### src/rtl/irq_ctrl.sv
// irq_ctrl: memory-mapped interrupt controller for the CP0 interrupt input.
// Synchronises N_SRC raw lines and latches them per source, either as a level or on a
// rising edge. It masks them, picks the lowest enabled index, and holds one request
// until CP0 raises exl. The taken source stays in service until software writes STATUS (EOI).
// Ports:
//   clk, rst        rising-edge clock, asynchronous active-high reset
//   src             raw interrupt lines (asynchronous)
//   exl             CP0 exception-level flag; its rising edge means the request was taken
//   cs, we, addr,   register bank access from the data-memory decode
//   wd, rd          write data / combinational read data (0 when cs=0)
//   irq, irq_id     request to CP0 and index of requesting / in-service source
// Register map: 0 PENDING (W1C, edge bits), 1 MASK, 2 EDGE_SEL, 3 STATUS (write = EOI).
module irq_ctrl #(
  parameter int unsigned ID_W = 3
) (
  input  logic                       clk,
  input  logic                       rst,
  input  logic [(1 << ID_W)-1:0]     src,
  input  logic                       exl,
  input  logic                       cs,
  input  logic                       we,
  input  logic [1:0]                 addr,
  input  logic [31:0]                wd,
  output logic [31:0]                rd,
  output logic                       irq,
  output logic [ID_W-1:0]            irq_id
);

  localparam int unsigned N_SRC = 1 << ID_W;

  typedef enum logic [1:0] {
    StIdle    = 2'd0,
    StAssert  = 2'd1,
    StService = 2'd2
  } state_e;

  state_e            state_q, state_d;
  logic [ID_W-1:0]   irq_id_q, irq_id_d;
  logic [N_SRC-1:0]  s1_q, s2_q, s3_q;
  logic [N_SRC-1:0]  pending_q, pending_d;
  logic [N_SRC-1:0]  mask_q, edge_sel_q;
  logic              exl_q;

  logic [N_SRC-1:0]  rise, eligible, take_vec;
  logic [ID_W-1:0]   pick;
  logic              take;
  logic              wr_pend, wr_mask, wr_edge, eoi;

  // Upper write-data bits have no backing storage.
  logic unused_wd;
  assign unused_wd = ^wd[31:N_SRC];

  assign wr_pend = cs & we & (addr == 2'd0);
  assign wr_mask = cs & we & (addr == 2'd1);
  assign wr_edge = cs & we & (addr == 2'd2);
  assign eoi     = cs & we & (addr == 2'd3);

  assign rise     = s2_q & ~s3_q;
  assign eligible = pending_q & mask_q;

  // Lowest index wins: scan downwards so the last hit is the smallest.
  always_comb begin
    pick = '0;
    for (int i = N_SRC - 1; i >= 0; i--) begin
      if (eligible[i]) pick = ID_W'(i);
    end
  end

  always_comb begin
    for (int i = 0; i < N_SRC; i++) begin
      take_vec[i] = take && (irq_id_q == ID_W'(i));
    end
  end

  // Level bits mirror the synchronised line; edge bits latch, and a new rise beats any clear.
  always_comb begin
    for (int i = 0; i < N_SRC; i++) begin
      if (!edge_sel_q[i])                      pending_d[i] = s2_q[i];
      else if (rise[i])                        pending_d[i] = 1'b1;
      else if ((wr_pend && wd[i]) || take_vec[i]) pending_d[i] = 1'b0;
      else                                     pending_d[i] = pending_q[i];
    end
  end

  always_comb begin
    state_d  = state_q;
    irq_id_d = irq_id_q;
    take     = 1'b0;
    case (state_q)
      StIdle: begin
        if (|eligible) begin
          state_d  = StAssert;
          irq_id_d = pick;
        end
      end
      StAssert: begin
        // Being taken outranks a simultaneous withdrawal.
        if (exl && !exl_q) begin
          state_d = StService;
          take    = 1'b1;
        end else if (!eligible[irq_id_q]) begin
          state_d = StIdle;
        end
      end
      StService: begin
        if (eoi) state_d = StIdle;
      end
      default: state_d = StIdle;
    endcase
  end

  always_ff @(posedge clk or posedge rst) begin
    if (rst) begin
      state_q    <= StIdle;
      irq_id_q   <= '0;
      s1_q       <= '0;
      s2_q       <= '0;
      s3_q       <= '0;
      pending_q  <= '0;
      mask_q     <= '0;
      edge_sel_q <= '0;
      exl_q      <= 1'b0;
    end else begin
      state_q   <= state_d;
      irq_id_q  <= irq_id_d;
      s1_q      <= src;
      s2_q      <= s1_q;
      s3_q      <= s2_q;
      pending_q <= pending_d;
      exl_q     <= exl;
      if (wr_mask) mask_q     <= wd[N_SRC-1:0];
      if (wr_edge) edge_sel_q <= wd[N_SRC-1:0];
    end
  end

  assign irq    = (state_q == StAssert);
  assign irq_id = irq_id_q;

  always_comb begin
    rd = '0;
    if (cs) begin
      case (addr)
        2'd0: rd[N_SRC-1:0]  = pending_q;
        2'd1: rd[N_SRC-1:0]  = mask_q;
        2'd2: rd[N_SRC-1:0]  = edge_sel_q;
        2'd3: rd[ID_W+2:0]   = {state_q, irq, irq_id_q};
        default: rd = '0;
      endcase
    end
  end

endmodule

### config.mk
export PLATFORM = sky130hd
export DESIGN_NAME = irq_ctrl
export DESIGN_NICKNAME = d
export VERILOG_FILES = /design/src/rtl/irq_ctrl.sv
export SDC_FILE = /design/constraint.sdc
export NUM_CORES = 1
export LEC_CHECK = 0
export CAP_MARGIN = 20
export CORE_ASPECT_RATIO = 0.8
export CORE_UTILIZATION = 49
export CTS_CLUSTER_SIZE = 10
export DETAILED_ROUTE_END_ITERATION = 16
export GPL_ROUTABILITY_DRIVEN = 0
export HOLD_SLACK_MARGIN = 0.06
export PLACE_DENSITY_LB_ADDON = 0.05
export SETUP_SLACK_MARGIN = 0.1
export SLEW_MARGIN = 20
export SYNTH_ARGS = -nofsm -noshare
export SYNTH_HDL_FRONTEND = slang
export SYNTH_SLANG_ARGS = --single-unit
### constraint.sdc
create_clock -name clk -period 2.65 [get_ports clk]
set_clock_uncertainty 0.05 [all_clocks]
set_input_delay 0.53 -clock clk [delete_from_list [all_inputs] [get_ports clk]]
set_output_delay 0.53 -clock clk [all_outputs]
set_load 0.005 [all_outputs]
Word-level counts from Yosys, hierarchy flattened
Cells that the tools add are included.
{ "classes": {"reduce_logical": 32, "mux": 44, "bitwise_logic": 8, "magnitude_cmp": 1, "eq_ne": 23} }
{ "op_table": {"columns": ["cell", "count"], "rows": [
  ["two-way mux 1 bit", 27],
  ["two-way mux 3 bit", 8],
  ["inequality test 3 x 1 -> 1 bit, second input constant", 8],
  ["case mux 6 bit (4 select lines)", 1],
  ["logical AND 1 bit", 17],
  ["bitwise AND 8 bit", 2],
  ["== test 3 bit, second input constant", 4],
  ["case mux 2 bit (3 select lines)", 2],
  ["logical OR 1 bit", 8],
  ["two-way mux 2 bit", 4],
  ["two-way mux 8 bit", 1],
  ["NOT 8 bit", 1],
  ["OR reduction 8 bit", 1],
  ["== test 2 bit, second input constant", 3],
  ["== test 3 x 2 -> 1 bit, second input constant", 2],
  ["bitwise AND 1 bit", 5],
  ["== test 2 x 1 -> 1 bit, second input constant", 2],
  ["logical NOT 2 bit", 2],
  ["less-than comparator 3 x 4 -> 1 bit, second input constant", 1],
  ["inequality test 2 bit, second input constant", 2],
  ["binary-select mux 1 bit (select 3 bit)", 1],
  ["== test 3 x 1 -> 1 bit, second input constant", 1],
  ["logical NOT 3 bit", 1],
  ["inequality test 3 bit, second input constant", 1],
  ["other kinds (3)", 3]
]} }
{ "word_totals": {"output_inout_bits": 36, "ff_bits": 54, "word_cells": 124, "input_bits": 47} }

Depth between registers and ports, before layout
Gate-level depths: netlist of run 1.
{ "logic_depth": {"depth_word": 9, "depth_mapped": 5, "mapped_depth_nobuf": 4} }

Worst setup path after synthesis of run 1
OpenSTA, ideal clock, no wires.
{ "synth_timing": {"path_type": "input-to-output", "from": "input addr[0]", "to": "output rd[5]", "path_stages": 4, "arrival_time_ns": 1.419, "setup_slack_ns": 0.651, "t_required_ns": 2.070, "n_path_buf": 2, "path_cell_list": "buf_6 > buf_6 > mux4_2 > and2_1"} }
{ "synth_between": {"elab_chain_cells": 3, "elab_cells_between_ends": 6, "cone_classes": "eq/ne: 3; mux: 2; reduce/logical: 1"} }
{ "synth_lines": {"columns": ["item", "line", "source"], "rows": [
  ["start, declared", "22", "input logic [1:0] addr,"],
  ["== test 2 bit (tied with other cells)", "142", "case (addr)"],
  ["case mux 6 bit (4 select lines) *", "142", null],
  ["two-way mux 8 bit *", "141", "if (cs) begin"],
  ["end, declared", "24", "output logic [31:0] rd,"]
]} }
Mark *: on every way between the ends. The rest lies on a longest branch, timed or not.

Worst setup path after layout of run 1
{ "layout_timing": {"from": "input cs", "to": "output rd[6]"} }
{ "layout_between": {"elab_chain_cells": 1} }
{ "layout_lines": {"columns": ["item", "line", "source"], "rows": [
  ["start, declared", "20", "input logic cs,"],
  ["two-way mux 8 bit", "141", null]
]} }
No other way between the ends.

==> impl_metrics.py, run 1 <==
metrics = {
    "route": {
        "via_per_inst": 5.62,
        "detail_route.wl_per_cell_um": 17.2,
        "wl_um": 5230,
        "num_vias": 1709,
        "drt_iter0_drc": 159,
        "first_pass_iters": 4,
        "drcViolationCount": 0,
        "antenna_left": 0,
    },
    "cts": {
        "cts-root-buf": "clkbuf_8",
        "ctsHoldBuffers": 0,
        "clk_latency_ps": 310,
        "cts_buffers": 5,
        "tritoncts": "yes",
        "cts_max_level": 2,
        "cts_max_path_buffers": 2,
        "cts.sinks": 54,
        "clk_pin_slew_ps": 90,
    },
    "setup_path": {
        "critPathMaxFanout": 9,
        "r2r_slack_ps": 930,
        "rr_startpoint": "state_q[1]",
        "rr_worst_depth": 4,
        "crit_top_cell": "clkdlybuf4s50_1",
        "crit_chain": "clkdlybuf4s50_1 -> and2_1 -> clkdlybuf4s50_1",
        "crit_arrival_ps": 1920,
        "worstSetupStartpointType": "primary input",
        "cp-end-kind": "primary output",
        "max_stage_delay_ps": 710,
        "slowest_stage": "clkdlybuf4s50_1",
        "worstPathRequired_ps": 2070,
        "critPathKind": "primary input to primary output",
        "reg2reg_to": "pending_q[3]",
    },
    "finish": {
        "drive_gt1_frac": 0.225,
        "nNetsFinal": 290,
        "n_fill_cell": 377,
        "final_area_mm2": 0.00304,
        "areaGrowthSynthToFinish_pct": 21.3,
        "n_antenna_cell": 0,
    },
    "synth": {
        "ys_warn_count": 0,
        "syn_inst": 196,
        "syn_area_per_cell_um2": 12.8,
        "yosysSeqAreaShare": 0.539,
        "ys_types": 33,
        "synthesis.area_mm2": 0.00251,
        "ys_ff_latch": 54,
    },
    "sta": {
        "fmax_ghz": 0.399,
        "setup_viol": 0,
        "post-route-period-util": 0.945,
        "period_needed_ps": 2500,
        "maxSlewViolCount": 0,
        "finalSetupTns_ps": 0,
        "finalHoldViolCount": 0,
        "rsz0062_at_grt": "no",
    },
    "die": {
        "start_util": 0.529,
        "io_pins": 83,
        "core-area_mm2": 0.00473,
        "dieArea_mm2": 0.00541,
        "rows": 22,
        "die_w_um": 82.0,
        "die_y_um": 66.0,
    },
    "placed_design": {
        "port-buffer-count": 34,
        "hpwl_um": 3650,
        "place_area_mm2": 0.00286,
    },
    "worst_hold_path": {
        "min_from": "s1_q[0]",
        "worstHoldPathCells": 0,
        "hold_path_end": "s2_q[0]",
        "hold_class": "flop to flop",
    },
    "flow_run": {
        "drv_cap": 0,
    },
    "pwr": {
        "p_total_mw": 2.38,
        "leakage_nw": 1.34,
        "ir_drop_uv": 460,
        "p_per_area_mw_per_mm2": 783,
    },
    "global_routing": {
        "grt_pass1_vias": 1637,
        "grt_pass1_wl_um": 8370,
        "grt-ovfl-total": 0,
        "grt_start_max_net_pins": 36,
        "track_usage": 0.220,
        "antenna_found_initial": 0,
    },
    "outcome": {
        "status": "finished clean",
    },
}
==> how the worst max path moves through the flow <==
stage / startpoint / to / slack, ps / depth (start not counted)
detailed placement: addr[0] / rd[0] / -230 / 5
CTS: addr[0] / rd[5] / 100 / 5
global route: cs / rd[6] / 100 / 3
floorplan: addr[0] / rd[5] / 650 / 4
global placement: addr[0] / rd[3] / -230 / 5
finish: cs / rd[6] / 150 / 3
==> cell usage after synthesis, drive strengths merged <==
library cell	n	share of area
nand3b	2	0.0060
nor2	5	0.0075
a22oi	7	0.023
nand4b	1	0.0095
mux2	17	0.076
mux2i	2	0.0080
nand3	3	0.0080
clkbuf	2	0.0035
mux4	8	0.072
a21oi	4	0.0080
nor2b	3	0.0075
nor3	3	0.010
nand4	2	0.0050
a32o	8	0.032
a32oi	4	0.014
buf	29	0.088
o21ai	4	0.0080
nand4bb	1	0.0045
and2	8	0.020
a221o	1	0.0045
dfrtp	54	0.54
conb	1	0.0015
o22ai	1	0.0025
inv	4	0.0060
o21a	1	0.0030
or3	1	0.0025
nand2	20	0.030
==> per-stage QoR <==
stage	worst slack (ps)	utilization	hold slack, ps	std cells
global route	102	0.642	322	304
floorplan	651	-	281	219
CTS	102	0.644	308	304
detailed placement	-232	0.605	285	290
finish	145	0.642	303	304
global placement	-233	0.605	282	290
==> cell type report <==
type	count	area (µm²)	share of cell area
Inverter	4	15.0	0.00494
Multi-Input combinational cell	130	997	0.328
Timing Repair Buffer	48	488	0.161
Clock inverter	3	43.8	0.0144
Sequential cell	54	1350	0.445
Clock buffer	5	68.8	0.0226
Tap cell	60	75.1	0.0247
==> sequential cells by signal, indices dropped and copies added (netlist names) <==
name / flops
edge_sel_q: 8
mask_q: 8
pending_q: 8
s1_q: 8
s2_q: 8
s3_q: 8
irq_id: 3
state_q: 2
exl_q: 1
==> placed cells by master, fill, tap and decap left out, drive strengths merged <==
cell,n
nand2,20
clkdlybuf4s50,28
a32oi,4
o21a,1
a221o,1
clkbuf,7
a22oi,7
mux2i,2
nand4,2
mux2,17
dlygate4sd2,4
nand4bb,1
a32o,8
clkinv,1
dfrtp,54
mux4,8
bufinv,1
nor2b,3
nor3,3
inv,5
nor2,5
o22ai,1
and2,8
a21oi,4
conb,24
buf,13
nand3,3
nand4b,1
or3,1
o21ai,4
nand3b,2
bufbuf,1
==> report_power, final <==
group,internal (mW),total (mW),switching [mW],leakage (nW)
sequential,0.962,1.09,0.131,0.637
clock,0.283,0.555,0.271,0.0585
combinational,0.404,0.732,0.328,0.646
total,1.65,2.38,0.730,1.34
==> critical path, delay by kind of cell <==
kind	cells	cell delay [ps]
AND/OR/NAND/NOR	1	190
buffers and inverters	2	1200
==> what timing repair did <==
| item | CTS | global route |
|---|---|---|
| resized for setup | 9 | 3 |
| buffers inserted | 5 | 0 |
| pin swaps | 0 | 0 |
| cloned | 1 | 0 |
| setup endpoints to repair | 8 | 4 |
==> logic make-up (layout without fill, tap and decap cells) <==
kind of cell	count (synthesis)	count (layout)	share of synthesized area
buffers and inverters	35	60	0.0973
flip-flops	54	54	0.539
other	1	24	0.00150
multiplexers	27	27	0.156
AND/OR/NAND/NOR	49	49	0.111
AO/OA/AOI/OAI	30	30	0.0949
==> per-layer routing <==
metal / up-vias / routed length (µm) / global-route usage
met3: 4 / 506 / 0.0634
met5: - / 0 / 0
met1: 858 / 2210 / 0.304
li1: 754 / - / -
met2: 93 / 2470 / 0.342
met4: 0 / 41 / 0.0570
No activity file was read; power rests on OpenSTA's default activity.
==> inputs of run 2 (changes only) <==
--- a/config.mk
+++ b/config.mk
@@ -6,11 +6,10 @@
 export NUM_CORES = 1
 export LEC_CHECK = 0
 export CAP_MARGIN = 20
-export CORE_ASPECT_RATIO = 0.8
+export CORE_ASPECT_RATIO = 0.6
 export CORE_UTILIZATION = 49
 export CTS_CLUSTER_SIZE = 10
 export DETAILED_ROUTE_END_ITERATION = 16
-export GPL_ROUTABILITY_DRIVEN = 0
 export HOLD_SLACK_MARGIN = 0.06
 export PLACE_DENSITY_LB_ADDON = 0.05
 export SETUP_SLACK_MARGIN = 0.1
==> impl_metrics.py, run 2 (synthesized netlist as in run 1, its figures left out) <==
metrics = {
    "setup_path": {
        "critPathMaxFanout": 4,
        "slowest_stage": "mux4_2",
        "cp-end-kind": "primary output",
        "worstSetupStartpointType": "primary input",
        "crit_family": "buffers and inverters",
        "crit_chain": "clkdlybuf4s15_1 -> buf_12 -> buf_12 -> mux4_2 -> and2_1 -> dlygate4sd2_1",
        "max_stage_delay_ps": 480,
        "crit_arrival_ps": 1880,
        "cp_num_buf_inv": 4,
        "worstPathRequired_ps": 2070,
        "critPathKind": "primary input to primary output",
        "crit_top_cell": "buf_12",
    },
    "pwr": {
        "ir_drop_uv": 438,
        "p_sw_frac": 0.314,
        "leakage_nw": 1.40,
        "p_per_area_mw_per_mm2": 752,
        "internal-power_mw": 1.57,
        "p_total_mw": 2.29,
        "seq_power_share": 0.481,
        "pwr-share-clk": 0.204,
        "pwr-share-comb": 0.315,
        "power.switching_uw": 719,
    },
    "sta": {
        "maxSlewViolCount": 0,
        "post-route-period-util": 0.927,
        "finalHoldViolCount": 0,
        "rsz0062_at_grt": "no",
        "setup_viol": 0,
        "worst_slew_pin_slew_ps": 499,
        "finalHoldWorstSlack_ps": 305,
        "maxSlewHeadroom": 0.666,
        "period_needed_ps": 2460,
        "layout_setup_ws_ps": 192,
        "fmax_ghz": 0.407,
    },
    "global_routing": {
        "grt_use_met2": 0.315,
        "grt_pass1_vias": 1614,
        "grt_start_max_net_pins": 35,
        "use_met3": 0.0453,
        "track_usage": 0.218,
        "use_met1": 0.332,
        "grt_pass1_wl_um": 8510,
        "antenna_found_initial": 0,
        "top_usage_layer": "met1",
        "grt-ovfl-total": 0,
    },
    "route": {
        "antenna_left": 0,
        "drt_iter0_drc": 169,
        "first_pass_iters": 4,
        "via_per_inst": 5.53,
        "wl_um": 5180,
        "num_vias": 1680,
        "drcViolationCount": 0,
        "detail_route.wl_per_cell_um": 17.0,
    },
    "cts": {
        "clk_pin_slew_ps": 90,
        "cts.sinks": 54,
        "cts_max_level": 2,
        "tritoncts": "yes",
        "cts-root-buf": "clkbuf_8",
        "clk_latency_ps": 310,
        "cts_max_path_buffers": 2,
        "cts_buffers": 5,
    },
    "die": {
        "die_w_um": 94.3,
        "io_pins": 83,
        "dieArea_mm2": 0.00541,
        "start_util": 0.530,
        "die_y_um": 57.4,
        "rows": 19,
        "core-area_mm2": 0.00473,
    },
    "flow_run": {
        "drv_cap": 0,
    },
    "finish": {
        "nNetsFinal": 287,
        "drive_gt1_frac": 0.203,
        "final_common_cell": "dfrtp_1",
        "final_area_mm2": 0.00304,
        "n_antenna_cell": 0,
        "areaGrowthSynthToFinish_pct": 21.4,
        "n_fill_cell": 374,
        "fin_cells": 304,
        "layout_common_cells": "dfrtp_1 (54), conb_1 (24), clkdlybuf4s50_1 (23)",
    },
    "placed_design": {
        "placed_cells": 293,
        "place_area_mm2": 0.00288,
        "hpwl_um": 3650,
        "gp_congestion": 0.939,
        "place_ws_ps": -221,
        "port-buffer-count": 34,
    },
    "outcome": {
        "status": "finished clean",
    },
    "worst_hold_path": {
        "hold_class": "flop to flop",
    },
}
[run 2: per-layer routing]
layer,up-vias,share of wire,wire (µm)
met3,3,0.10,528
li1,751,-,-
met5,-,0,0
met1,830,0.45,2350
met4,0,0.0042,22
met2,96,0.44,2280
[run 2: final timing paths]
| check | from | endpoint | slack (ps) | cells past startpoint |
|---|---|---|---|---|
| min in group asynchronous | rst | mask_q[1] | 500 | 2 |
| setup reg to reg | state_q[1] | pending_q[4] | 910 | 4 |
| hold / removal | s1_q[5] | s2_q[5] | 300 | 0 |
| setup / recovery | addr[0] | rd[2] | 190 | 6 |
| max in group asynchronous | rst | mask_q[3] | 1530 | 3 |
| hold reg to reg | s1_q[5] | s2_q[5] | 300 | 0 |
[run 2: stage by stage]
stage	utilization	TNS (ps)
6_report	0.643	0
5_1_grt	0.643	0
4_1_cts	0.640	0
3_5_place_dp	0.609	-1400
3_3_place_gp	0.609	-1310
2_1_floorplan	-	0
[run 2: area by class of cell]
type,count,area [µm²],share of cell area
multi-input cells,130,997,0.328
clock inverters,1,5.00,0.00165
flip-flops and latches,54,1350,0.444
inverters,4,15.0,0.00494
repair buffers,45,508,0.167
clock buffers,7,86.3,0.0284
well taps,63,78.8,0.0259
[run 2: what timing repair did]
item                                    4_1_cts  5_1_grt
buffers inserted                              2        0
hold buffers                                  0        0
endpoints found under the hold margin         0        0
pin swaps                                     0        1
gates resized for setup                       7        8
gates cloned                                  1        0
endpoints found under the setup margin        8        4
[run 2: power groups by stage]
| stage | Combinational (mW) | Sequential (mW) | Clock, mW |
|---|---|---|---|
| after floorplan | 0.476 | 1.07 | 0 |
| after global placement | 0.694 | 1.10 | 0 |
| after detailed placement | 0.711 | 1.11 | 0 |
| after CTS | 0.719 | 1.10 | 0.479 |
| after global routing | 0.785 | 1.12 | 0.515 |
| final | 0.720 | 1.10 | 0.466 |
==> inputs of run 3 (changes only) <==
--- a/config.mk
+++ b/config.mk
@@ -7,9 +7,10 @@
 export LEC_CHECK = 0
 export CAP_MARGIN = 20
 export CORE_ASPECT_RATIO = 0.6
-export CORE_UTILIZATION = 49
+export CORE_UTILIZATION = 46
 export CTS_CLUSTER_SIZE = 10
 export DETAILED_ROUTE_END_ITERATION = 16
+export GPL_ROUTABILITY_DRIVEN = 0
 export HOLD_SLACK_MARGIN = 0.06
 export PLACE_DENSITY_LB_ADDON = 0.05
 export SETUP_SLACK_MARGIN = 0.1
==> constraint.sdc (replaced) <==
create_clock -name clk -period 2.57 [get_ports clk]
set_clock_uncertainty 0.05 [all_clocks]
set_input_delay 0.514 -clock clk [delete_from_list [all_inputs] [get_ports clk]]
set_output_delay 0.514 -clock clk [all_outputs]
set_load 0.005 [all_outputs]
==> impl_metrics.py, run 3 (synthesized netlist as in run 1, its figures left out) <==
metrics = {
    "pwr": {
        "pwr-share-clk": 0.186,
        "seq_power_share": 0.485,
        "ir_drop_uv": 343,
        "internal-power_mw": 1.61,
        "power.switching_uw": 717,
        "pwr-share-comb": 0.329,
        "leakage_nw": 1.35,
        "p_sw_frac": 0.308,
        "p_per_area_mw_per_mm2": 764,
    },
    "placed_design": {
        "hpwl_um": 3710,
        "port-buffer-count": 34,
        "placed_cells": 295,
    },
    "finish": {
        "n_antenna_cell": 0,
        "layout_common_cells": "dfrtp_1 (53), clkdlybuf4s50_1 (28), conb_1 (24)",
        "final_util": 0.591,
        "drive_gt1_frac": 0.213,
        "areaGrowthSynthToFinish_pct": 21.5,
        "final_common_cell": "dfrtp_1",
        "fin_cells": 306,
        "nNetsFinal": 287,
    },
    "sta": {
        "fmax_ghz": 0.415,
        "period_needed_ps": 2410,
        "post-route-period-util": 0.938,
        "maxSlewViolCount": 0,
        "setup_viol": 0,
        "finalSetupTns_ps": 0,
        "rsz0062_at_grt": "no",
        "finalHoldViolCount": 0,
    },
    "cts": {
        "cts_max_level": 2,
        "cts-root-buf": "clkbuf_8",
        "clk_pin_slew_ps": 90,
        "cts_max_path_buffers": 2,
        "clk_latency_ps": 300,
        "tritoncts": "yes",
        "ctsHoldBuffers": 0,
        "cts_buffers": 5,
        "cts.sinks": 54,
    },
    "die": {
        "dieArea_mm2": 0.00576,
        "rows": 20,
        "io_pins": 83,
        "die_y_um": 59.2,
        "die_w_um": 97.3,
        "core-area_mm2": 0.00515,
        "start_util": 0.486,
    },
    "setup_path": {
        "cp-end-kind": "primary output",
        "crit_chain": "mux4_2 -> and2_1 -> clkdlybuf4s50_1",
        "r2r_slack_ps": 900,
        "worstPathRequired_ps": 2010,
        "rr_startpoint": "state_q[1]",
        "critPathMaxFanout": 6,
        "rr_worst_depth": 4,
        "reg2reg_to": "pending_q[3]",
        "max_stage_delay_ps": 480,
        "slowest_stage": "mux4_2",
        "critPathKind": "flop to primary output",
        "worstSetupStartpointType": "flop",
        "crit_arrival_ps": 1850,
    },
    "global_routing": {
        "track_usage": 0.202,
        "grt_pass1_vias": 1652,
        "antenna_found_initial": 0,
        "grt-ovfl-total": 0,
        "grt_start_max_net_pins": 33,
        "grt_pass1_wl_um": 8530,
    },
    "route": {
        "drcViolationCount": 0,
        "detail_route.wl_per_cell_um": 17.2,
        "via_per_inst": 5.49,
        "wl_um": 5270,
        "met1_length_um": 2460,
        "antenna_left": 0,
        "num_vias": 1679,
        "first_pass_iters": 4,
        "drt_iter0_drc": 145,
        "met3WireLength_um": 500,
        "top_layer": "met4",
        "wl_met2_um": 2240,
    },
    "outcome": {
        "status": "finished clean",
    },
    "worst_hold_path": {
        "hold_path_end": "s2_q[2]",
        "min_from": "s1_q[2]",
        "hold_class": "flop to flop",
        "worstHoldPathCells": 0,
    },
    "flow_run": {
        "drv_cap": 0,
    },
}
## run 3: cell count changes in the layout (fill, tap and decap cells not counted), sizes merged
cell	change
clkdlybuf4s50	+5
dlygate4sd2	-3
clkdlybuf4s15	-1
dlymetal6s2s	-3
bufbuf	+1
clkbuf	+1
clkinv	-1
## run 3: cell type report
type / instances / area (µm²)
fillers: 421 / 2110
multi-input cells: 130 / 1000
clock buffers: 7 / 76.3
well taps: 66 / 82.6
flip-flops and latches: 54 / 1350
repair buffers: 45 / 518
inverters: 4 / 15.0
## run 3: worst max path at each step
stage | startpoint | end | depth (start not counted)
after global routing | irq_id[2] | rd[2] | 3
after detailed placement | addr[0] | rd[1] | 5
after CTS | addr[1] | rd[7] | 6
after floorplan | addr[0] | rd[5] | 4
final | irq_id[2] | rd[2] | 3
after global placement | addr[0] | rd[1] | 5
## run 3: power groups by stage
stage / clock (mW) / sequential [mW] / combinational (mW)
CTS: 0.447 / 1.12 / 0.768
detailed placement: 0 / 1.14 / 0.730
floorplan: 0 / 1.10 / 0.491
finish: 0.433 / 1.13 / 0.766
global placement: 0 / 1.14 / 0.717
global route: 0.477 / 1.15 / 0.841
## run 3: stage by stage
step | power (mW) | hold slack (ps) | setup slack (ps) | cell area (µm²)
after floorplan | 1.59 | 281 | 603 | 2590
after global placement | 1.85 | 283 | -280 | 2890
after detailed placement | 1.88 | 287 | -324 | 2890
after CTS | 2.34 | 307 | 103 | 3040
after global routing | 2.47 | 310 | 101 | 3040
final | 2.33 | 303 | 159 | 3040
## run 3: critical path: cells and delay by family (launching register included)
family | cells | cell delay (ps)
flops | 1 | 460
simple gates | 1 | 170
mux | 1 | 480
buf+inv | 1 | 440
## run 3: repair_timing
action | 4_1_cts | 5_1_grt
gates resized for setup | 10 | 5
buffers inserted | 2 | 0
setup endpoints to repair | 8 | 5
gates cloned | 2 | 0
## run 3: metal layers
metal	GRT usage	vias to the layer above
li1	-	748
met1	0.280	839
met2	0.306	83
met3	0.0684	9
met4	0.0630	0
met5	0	-
